--- src/rtl/multicycle_decoder_pkg.sv ---
// Shared definitions for the multicycle control unit: FSM state encoding,
// instruction field constants, datapath select codes and the per-state
// control bundle with its decode function.
package multicycle_decoder_pkg;

  localparam int unsigned STATE_BITS = 4;

  typedef enum logic [STATE_BITS-1:0] {
    S_FETCH    = 4'd0,
    S_DECODE   = 4'd1,
    S_MEMADR   = 4'd2,
    S_MEMRD    = 4'd3,
    S_MEMWB    = 4'd4,
    S_MEMWR    = 4'd5,
    S_EXECUTER = 4'd6,
    S_EXECUTEI = 4'd7,
    S_ALUWB    = 4'd8,
    S_BRANCH   = 4'd9
  } state_t;

  // Op field (instruction bits [27:26])
  localparam logic [1:0] OP_DP  = 2'b00;
  localparam logic [1:0] OP_MEM = 2'b01;
  localparam logic [1:0] OP_BR  = 2'b10;

  // Data-processing cmd field (Funct[4:1])
  localparam logic [3:0] CMD_AND = 4'b0000;
  localparam logic [3:0] CMD_SUB = 4'b0010;
  localparam logic [3:0] CMD_ADD = 4'b0100;
  localparam logic [3:0] CMD_CMP = 4'b1010;
  localparam logic [3:0] CMD_ORR = 4'b1100;

  // ALUControl codes
  localparam logic [1:0] ALU_ADD = 2'b00;
  localparam logic [1:0] ALU_SUB = 2'b01;
  localparam logic [1:0] ALU_AND = 2'b10;
  localparam logic [1:0] ALU_ORR = 2'b11;

  // ALUSrcB select codes
  localparam logic [1:0] SRCB_REG  = 2'b00;
  localparam logic [1:0] SRCB_IMM  = 2'b01;
  localparam logic [1:0] SRCB_FOUR = 2'b10;

  // ResultSrc select codes
  localparam logic [1:0] RES_ALUOUT    = 2'b00;
  localparam logic [1:0] RES_DATA      = 2'b01;
  localparam logic [1:0] RES_ALURESULT = 2'b10;

  // Moore outputs that depend on state only
  typedef struct packed {
    logic       irwrite;
    logic       adrsrc;
    logic       alusrca;
    logic [1:0] alusrcb;
    logic [1:0] resultsrc;
    logic       nextpc;
    logic       regw;
    logic       memw;
    logic       branch;
    logic       aluop;
  } ctrl_t;

  function automatic ctrl_t state_ctrl(input state_t s);
    ctrl_t c;
    c           = '0;
    c.alusrcb   = SRCB_REG;
    c.resultsrc = RES_ALUOUT;
    case (s)
      S_DECODE: begin
        c.alusrca   = 1'b1;
        c.alusrcb   = SRCB_FOUR;
        c.resultsrc = RES_ALURESULT;
      end
      S_MEMADR:   c.alusrcb = SRCB_IMM;
      S_MEMRD:    c.adrsrc  = 1'b1;
      S_MEMWB: begin
        c.resultsrc = RES_DATA;
        c.regw      = 1'b1;
      end
      S_MEMWR: begin
        c.adrsrc = 1'b1;
        c.memw   = 1'b1;
      end
      S_EXECUTER: c.aluop = 1'b1;
      S_EXECUTEI: begin
        c.alusrcb = SRCB_IMM;
        c.aluop   = 1'b1;
      end
      S_ALUWB:    c.regw = 1'b1;
      S_BRANCH: begin
        c.alusrcb   = SRCB_IMM;
        c.resultsrc = RES_ALURESULT;
        c.branch    = 1'b1;
      end
      default: begin
        // FETCH, and any encoding outside the enumeration
        c.irwrite   = 1'b1;
        c.alusrca   = 1'b1;
        c.alusrcb   = SRCB_FOUR;
        c.resultsrc = RES_ALURESULT;
        c.nextpc    = 1'b1;
      end
    endcase
    return c;
  endfunction

endpackage

--- src/rtl/multicycle_decoder_alu_decoder.sv ---
// ALU decoder: maps the data-processing cmd and S bit to ALUControl,
// flag-write enables and the NoWrite (compare / unsupported) request.
//   ALUOp      in  decode enable from the main FSM
//   Funct      in  [4:1]=cmd, [0]=S
//   ALUControl out 00=ADD 01=SUB 10=AND 11=ORR
//   FlagW      out [1]=NZ write, [0]=CV write
//   NoWrite    out suppress register write-back
module alu_decoder
  import multicycle_decoder_pkg::*;
(
  input  logic       ALUOp,
  input  logic [4:0] Funct,
  output logic [1:0] ALUControl,
  output logic [1:0] FlagW,
  output logic       NoWrite
);

  logic [3:0] cmd;
  logic       s;

  assign cmd = Funct[4:1];
  assign s   = Funct[0];

  always_comb begin
    ALUControl = ALU_ADD;
    FlagW      = '0;
    NoWrite    = 1'b0;
    if (ALUOp) begin
      case (cmd)
        CMD_ADD: begin
          ALUControl = ALU_ADD;
          FlagW      = {s, s};
        end
        CMD_SUB: begin
          ALUControl = ALU_SUB;
          FlagW      = {s, s};
        end
        CMD_AND: begin
          ALUControl = ALU_AND;
          FlagW      = {s, 1'b0};
        end
        CMD_ORR: begin
          ALUControl = ALU_ORR;
          FlagW      = {s, 1'b0};
        end
        CMD_CMP: begin
          ALUControl = ALU_SUB;
          FlagW      = {s, s};
          NoWrite    = 1'b1;
        end
        default: NoWrite = 1'b1;
      endcase
    end
  end

endmodule

--- src/rtl/multicycle_decoder.sv ---
// Multicycle control-unit decoder. Moore FSM sequencing FETCH..FETCH with
// registered state outputs; ImmSrc/RegSrc/ALU decode/PCS follow the current
// instruction fields combinationally.
//   clk, reset(active-low async)
//   Op, Funct, Rd                        instruction fields
//   IRWrite AdrSrc ALUSrcA ALUSrcB ResultSrc NextPC ImmSrc RegSrc ALUControl
//   FlagW                                datapath controls
//   RegW MemW PCS NoWrite                raw write requests to condition unit
module multicycle_decoder
  import multicycle_decoder_pkg::*;
#(
  parameter int unsigned ALUCTL_W = 2,
  parameter int unsigned STATE_W  = 4
) (
  input  logic                clk,
  input  logic                reset,
  input  logic [1:0]          Op,
  input  logic [5:0]          Funct,
  input  logic [3:0]          Rd,
  output logic                IRWrite,
  output logic                AdrSrc,
  output logic                ALUSrcA,
  output logic [1:0]          ALUSrcB,
  output logic [1:0]          ResultSrc,
  output logic                NextPC,
  output logic [1:0]          ImmSrc,
  output logic [1:0]          RegSrc,
  output logic [ALUCTL_W-1:0] ALUControl,
  output logic [1:0]          FlagW,
  output logic                RegW,
  output logic                MemW,
  output logic                PCS,
  output logic                NoWrite
);

  logic [STATE_W-1:0] state_q;
  state_t             state;
  state_t             state_nxt;
  ctrl_t              ctrl_q;
  logic [1:0]         alu_ctl;

  assign state = state_t'(state_q);

  always_comb begin
    state_nxt = S_FETCH;
    case (state)
      S_FETCH:  state_nxt = S_DECODE;
      S_DECODE: begin
        case (Op)
          OP_MEM:  state_nxt = S_MEMADR;
          OP_DP:   state_nxt = Funct[5] ? S_EXECUTEI : S_EXECUTER;
          OP_BR:   state_nxt = S_BRANCH;
          default: state_nxt = S_FETCH;
        endcase
      end
      S_MEMADR:   state_nxt = Funct[0] ? S_MEMRD : S_MEMWR;
      S_MEMRD:    state_nxt = S_MEMWB;
      S_EXECUTER: state_nxt = S_ALUWB;
      S_EXECUTEI: state_nxt = S_ALUWB;
      default:    state_nxt = S_FETCH;
    endcase
  end

  // Outputs are registered from the next state so they line up with the
  // state register; async reset loads FETCH outputs immediately.
  always_ff @(posedge clk or negedge reset) begin
    if (!reset) begin
      state_q <= STATE_W'(S_FETCH);
      ctrl_q  <= state_ctrl(S_FETCH);
    end else begin
      state_q <= STATE_W'(state_nxt);
      ctrl_q  <= state_ctrl(state_nxt);
    end
  end

  alu_decoder u_alu_decoder (
    .ALUOp      (ctrl_q.aluop),
    .Funct      (Funct[4:0]),
    .ALUControl (alu_ctl),
    .FlagW      (FlagW),
    .NoWrite    (NoWrite)
  );

  assign IRWrite    = ctrl_q.irwrite;
  assign AdrSrc     = ctrl_q.adrsrc;
  assign ALUSrcA    = ctrl_q.alusrca;
  assign ALUSrcB    = ctrl_q.alusrcb;
  assign ResultSrc  = ctrl_q.resultsrc;
  assign NextPC     = ctrl_q.nextpc;
  assign RegW       = ctrl_q.regw;
  assign MemW       = ctrl_q.memw;
  assign ImmSrc     = Op;
  assign RegSrc     = {Op == OP_MEM, Op == OP_BR};
  assign ALUControl = ALUCTL_W'(alu_ctl);
  assign PCS        = ctrl_q.branch | (ctrl_q.regw & (Rd == 4'hF));

endmodule
--- config.mk ---
export PLATFORM = sky130hd
export DESIGN_NAME = multicycle_decoder
export DESIGN_NICKNAME = d
export VERILOG_FILES = /design/src/rtl/multicycle_decoder_pkg.sv /design/src/rtl/multicycle_decoder_alu_decoder.sv /design/src/rtl/multicycle_decoder.sv
export SDC_FILE = /design/constraint.sdc
export NUM_CORES = 1
export LEC_CHECK = 0
export CELL_PAD_IN_SITES_DETAIL_PLACEMENT = 0
export CELL_PAD_IN_SITES_GLOBAL_PLACEMENT = 1
export CORE_ASPECT_RATIO = 0.9
export CORE_UTILIZATION = 30
export DETAILED_ROUTE_END_ITERATION = 6
export PLACE_DENSITY = 0.87
export SYNTH_ARGS = -nofsm -noshare
export SYNTH_HDL_FRONTEND = slang
export SYNTH_SLANG_ARGS = --single-unit
--- constraint.sdc ---
create_clock -name clk -period 1.86 [get_ports clk]
set_input_delay 0.465 -clock clk [delete_from_list [all_inputs] [get_ports clk]]
set_output_delay 0.465 -clock clk [all_outputs]
set_load 0.03 [all_outputs]
==> results <==
==> power by group through the flow <==
| stage | clock network (mW) | registers, mW | logic, mW |
|---|---|---|---|
| final | 0.183 | 0.548 | 0.709 |
| after global placement | 0 | 0.552 | 0.728 |
| after global routing | 0.199 | 0.569 | 0.759 |
| after detailed placement | 0 | 0.557 | 0.737 |
| after CTS | 0.188 | 0.548 | 0.710 |
| after floorplan | 0 | 0.611 | 0.471 |
==> final cells by class <==
cell class              instances  area (um2)
well taps                      28        35.0
repair buffers                 47         398
fillers                       216        1270
multi-input cells              47         325
clock buffers                   4        26.3
inverters                       2        7.51
flip-flops and latches         15         380
==> cell families after synthesis <==
group	Yosys count
compound gates	19
xor+xnor	1
buf+inv	14
flops	15
mux	1
simple gates	26
==> path summary, 6_finish.rpt <==
check / startpoint / end / slack, ns / cells past startpoint
setup reg to reg: state[0]$_DFF_PN0_ / state[3]$_DFF_PN0_ / 0.45 / 3
min in group clk: state[3]$_DFF_PN0_ / state[1]$_DFF_PN0_ / 0.52 / 1
hold / removal: reset / state[2]$_DFF_PN0_ / 0.51 / 2
max in group asynchronous: reset / NextPC$_DFF_PN1_ / 1.11 / 2
hold reg to reg: state[3]$_DFF_PN0_ / state[1]$_DFF_PN0_ / 0.52 / 1
setup / recovery: Rd[1] / PCS / 0.04 / 4
==> per-stage QoR <==
step	instances	util (%)	area [um2]	hold slack, ns	TNS [ns]
finish	143	47.9	1170	0.510	0
global route	143	47.9	1170	0.520	0
floorplan	76	-	781	0.169	-0.165
CTS	143	47.9	1170	0.513	0
global placement	135	45.7	1120	0.476	-1.58
detailed placement	135	45.7	1120	0.499	-1.65
==> Yosys cell counts (all sizes together), types with 3 or more instances <==
master	number	share of area, %
dfrtp	11	36
dfstp	4	14
o21ai	6	3.9
a21oi	3	1.9
nor2	6	2.9
nand2b	3	2.4
buf	9	8.9
clkbuf	3	1.5
nor3b	3	3.6
nor3	5	3.2
==> routing by layer <==
metal / part of all wire (%) / vias up / wire length (um) / global-route usage, %
li1: - / 338 / - / -
met5: 0 / - / 0 / 0
met3: 3.7 / 2 / 63 / 1.57
met2: 52 / 19 / 893 / 22.3
met1: 43 / 318 / 735 / 15.8
met4: 0.88 / 0 / 15 / 5.00
==> worst max-delay path: stages <==
cell and delay (ns):
clkdlybuf4s50_1 0.39, and3_1 0.17, a31o_2 0.20, buf_6 0.13
==> sequential cells by signal, summed over array words and instances, names as in the netlist <==
| register | flops |
|---|---|
| state | 4 |
| ALUSrcB | 2 |
| ResultSrc | 2 |
| ctrl_q | 2 |
| ALUSrcA | 1 |
| AdrSrc | 1 |
| MemW | 1 |
| NextPC | 1 |
| RegW | 1 |
==> what timing repair did <==
item / 4_1_cts / 5_1_grt
gates resized for setup: 33 / 2
setup buffers: 4 / 0
pin swaps: 4 / 1
setup endpoints to repair: 11 / 2
==> out/qor.txt <==
Outcome -> finished clean
Clock power frac -> 12.7%
CP Class -> in -> out
Rows -> 17
Mapped Cells -> 76
Die height -> 50.1 um
Top FF cell, synth -> dfrtp_1
Crit path max fanout -> 1
CP startpoint kind -> input pin
I/O Buffers -> 33
Fin. Hold Viols -> 0
Average size of a mapped cell -> 10.2 um2
Crit path DAT -> 1.36 ns
Part of the power in registers -> 38.1%
Power after layout -> 1.44 mW
Pint -> 0.850 mW
Post-synth EDFFs -> 0
Sw frac -> 41.0%
MaxCap Viol Count -> 0
Clock Latency Late Sink -> 0.28 ns
Leak -> 0.540 nW
Total GRT Usage -> 12.7%
Commonest cells after routing, fill and taps aside -> buf_4, clkdlybuf4s50_1, dfrtp_1
H-tree levels -> 1
Largest family of logic cells by synthesized area -> simple AND/OR/NAND/NOR gates
Area growth from synthesis to layout -> 51.9%
Starting Density -> 31.6%
RSZ-0062 raised after global routing -> false
Die Width -> 55.5 um
Post-Route WL -> 1710 um
Async SR Flop Fraction -> 100%
IO Pins -> 34
Mux contribution to synthesized area -> 1.46%
Synth warn -> 0
RePlAce Congestion -> 0.767
Hold Path Class -> in -> async
Die area -> 2780 um2
DR vias -> 677
CTS tree -> yes
Pin count of the biggest net entering global routing -> 16
CTS Buf Count -> 3
Drt wl/cell -> 11.9 um
NetSw -> 0.590 mW
Simple-gate portion of the synthesized area -> 20.9%
Post-Synth Adder-Cell Area -> 0%
Max IR drop VDD -> 0.701 mV
Commonest non-fill, non-tap cell in the layout -> buf_4
Core Region -> 2450 um2
Synth Cell Area -> 772 um2
Final nets -> 130
Measured slew at the worst slew-check pin -> 0.308 ns
Initial antenna violation count -> 0
First-pass GRT wire length -> 2770 um
Detailed Route Iter0 Violations -> 25
Worst-path clk slew -> 0.09 ns
Num Clock Sinks -> 15
Power Density -> 1230 nW/um2
Congestion Overflow GR -> 0
Req. time, crit path -> 1.39 ns
Xor-xnor portion of the synthesized cell area -> 1.13%
Final WS setup -> 0.0354 ns
Tmin final -> 1.82 ns
Worst-case clock buffer depth -> 2
Post-placement setup slack -> -0.637 ns
Sequential-to-total area share from yosys stat -> 49.3%
Dpl hpwl -> 1250 um
Crit share post-route -> 98.1%
Slew HR -> 79.4%
Critical path endpoint category -> output port
Netlist cell types -> 30
DRC -> 0
Yosys reg bits -> 15
Layout cells sized above 1 -> 38.3%
Synthesized Nets -> 90
Final setup viols -> 0
Worst Clk Skew -> 0.00228 ns
1st-pass router iterations -> 4
Vias in the first global route -> 643
Antenna Nets Post-Route -> 0
Root Driver -> clkbuf_4
Vias per Instance -> 4.73
F_max -> 0.548 GHz
Synth Area in Compound Gates -> 15.9%
Gate power share -> 49.2%
Hold_buf cts -> 0
Max Slew Vio Count -> 0
N_diodes -> 0
(Power assumes the default switching activity.)
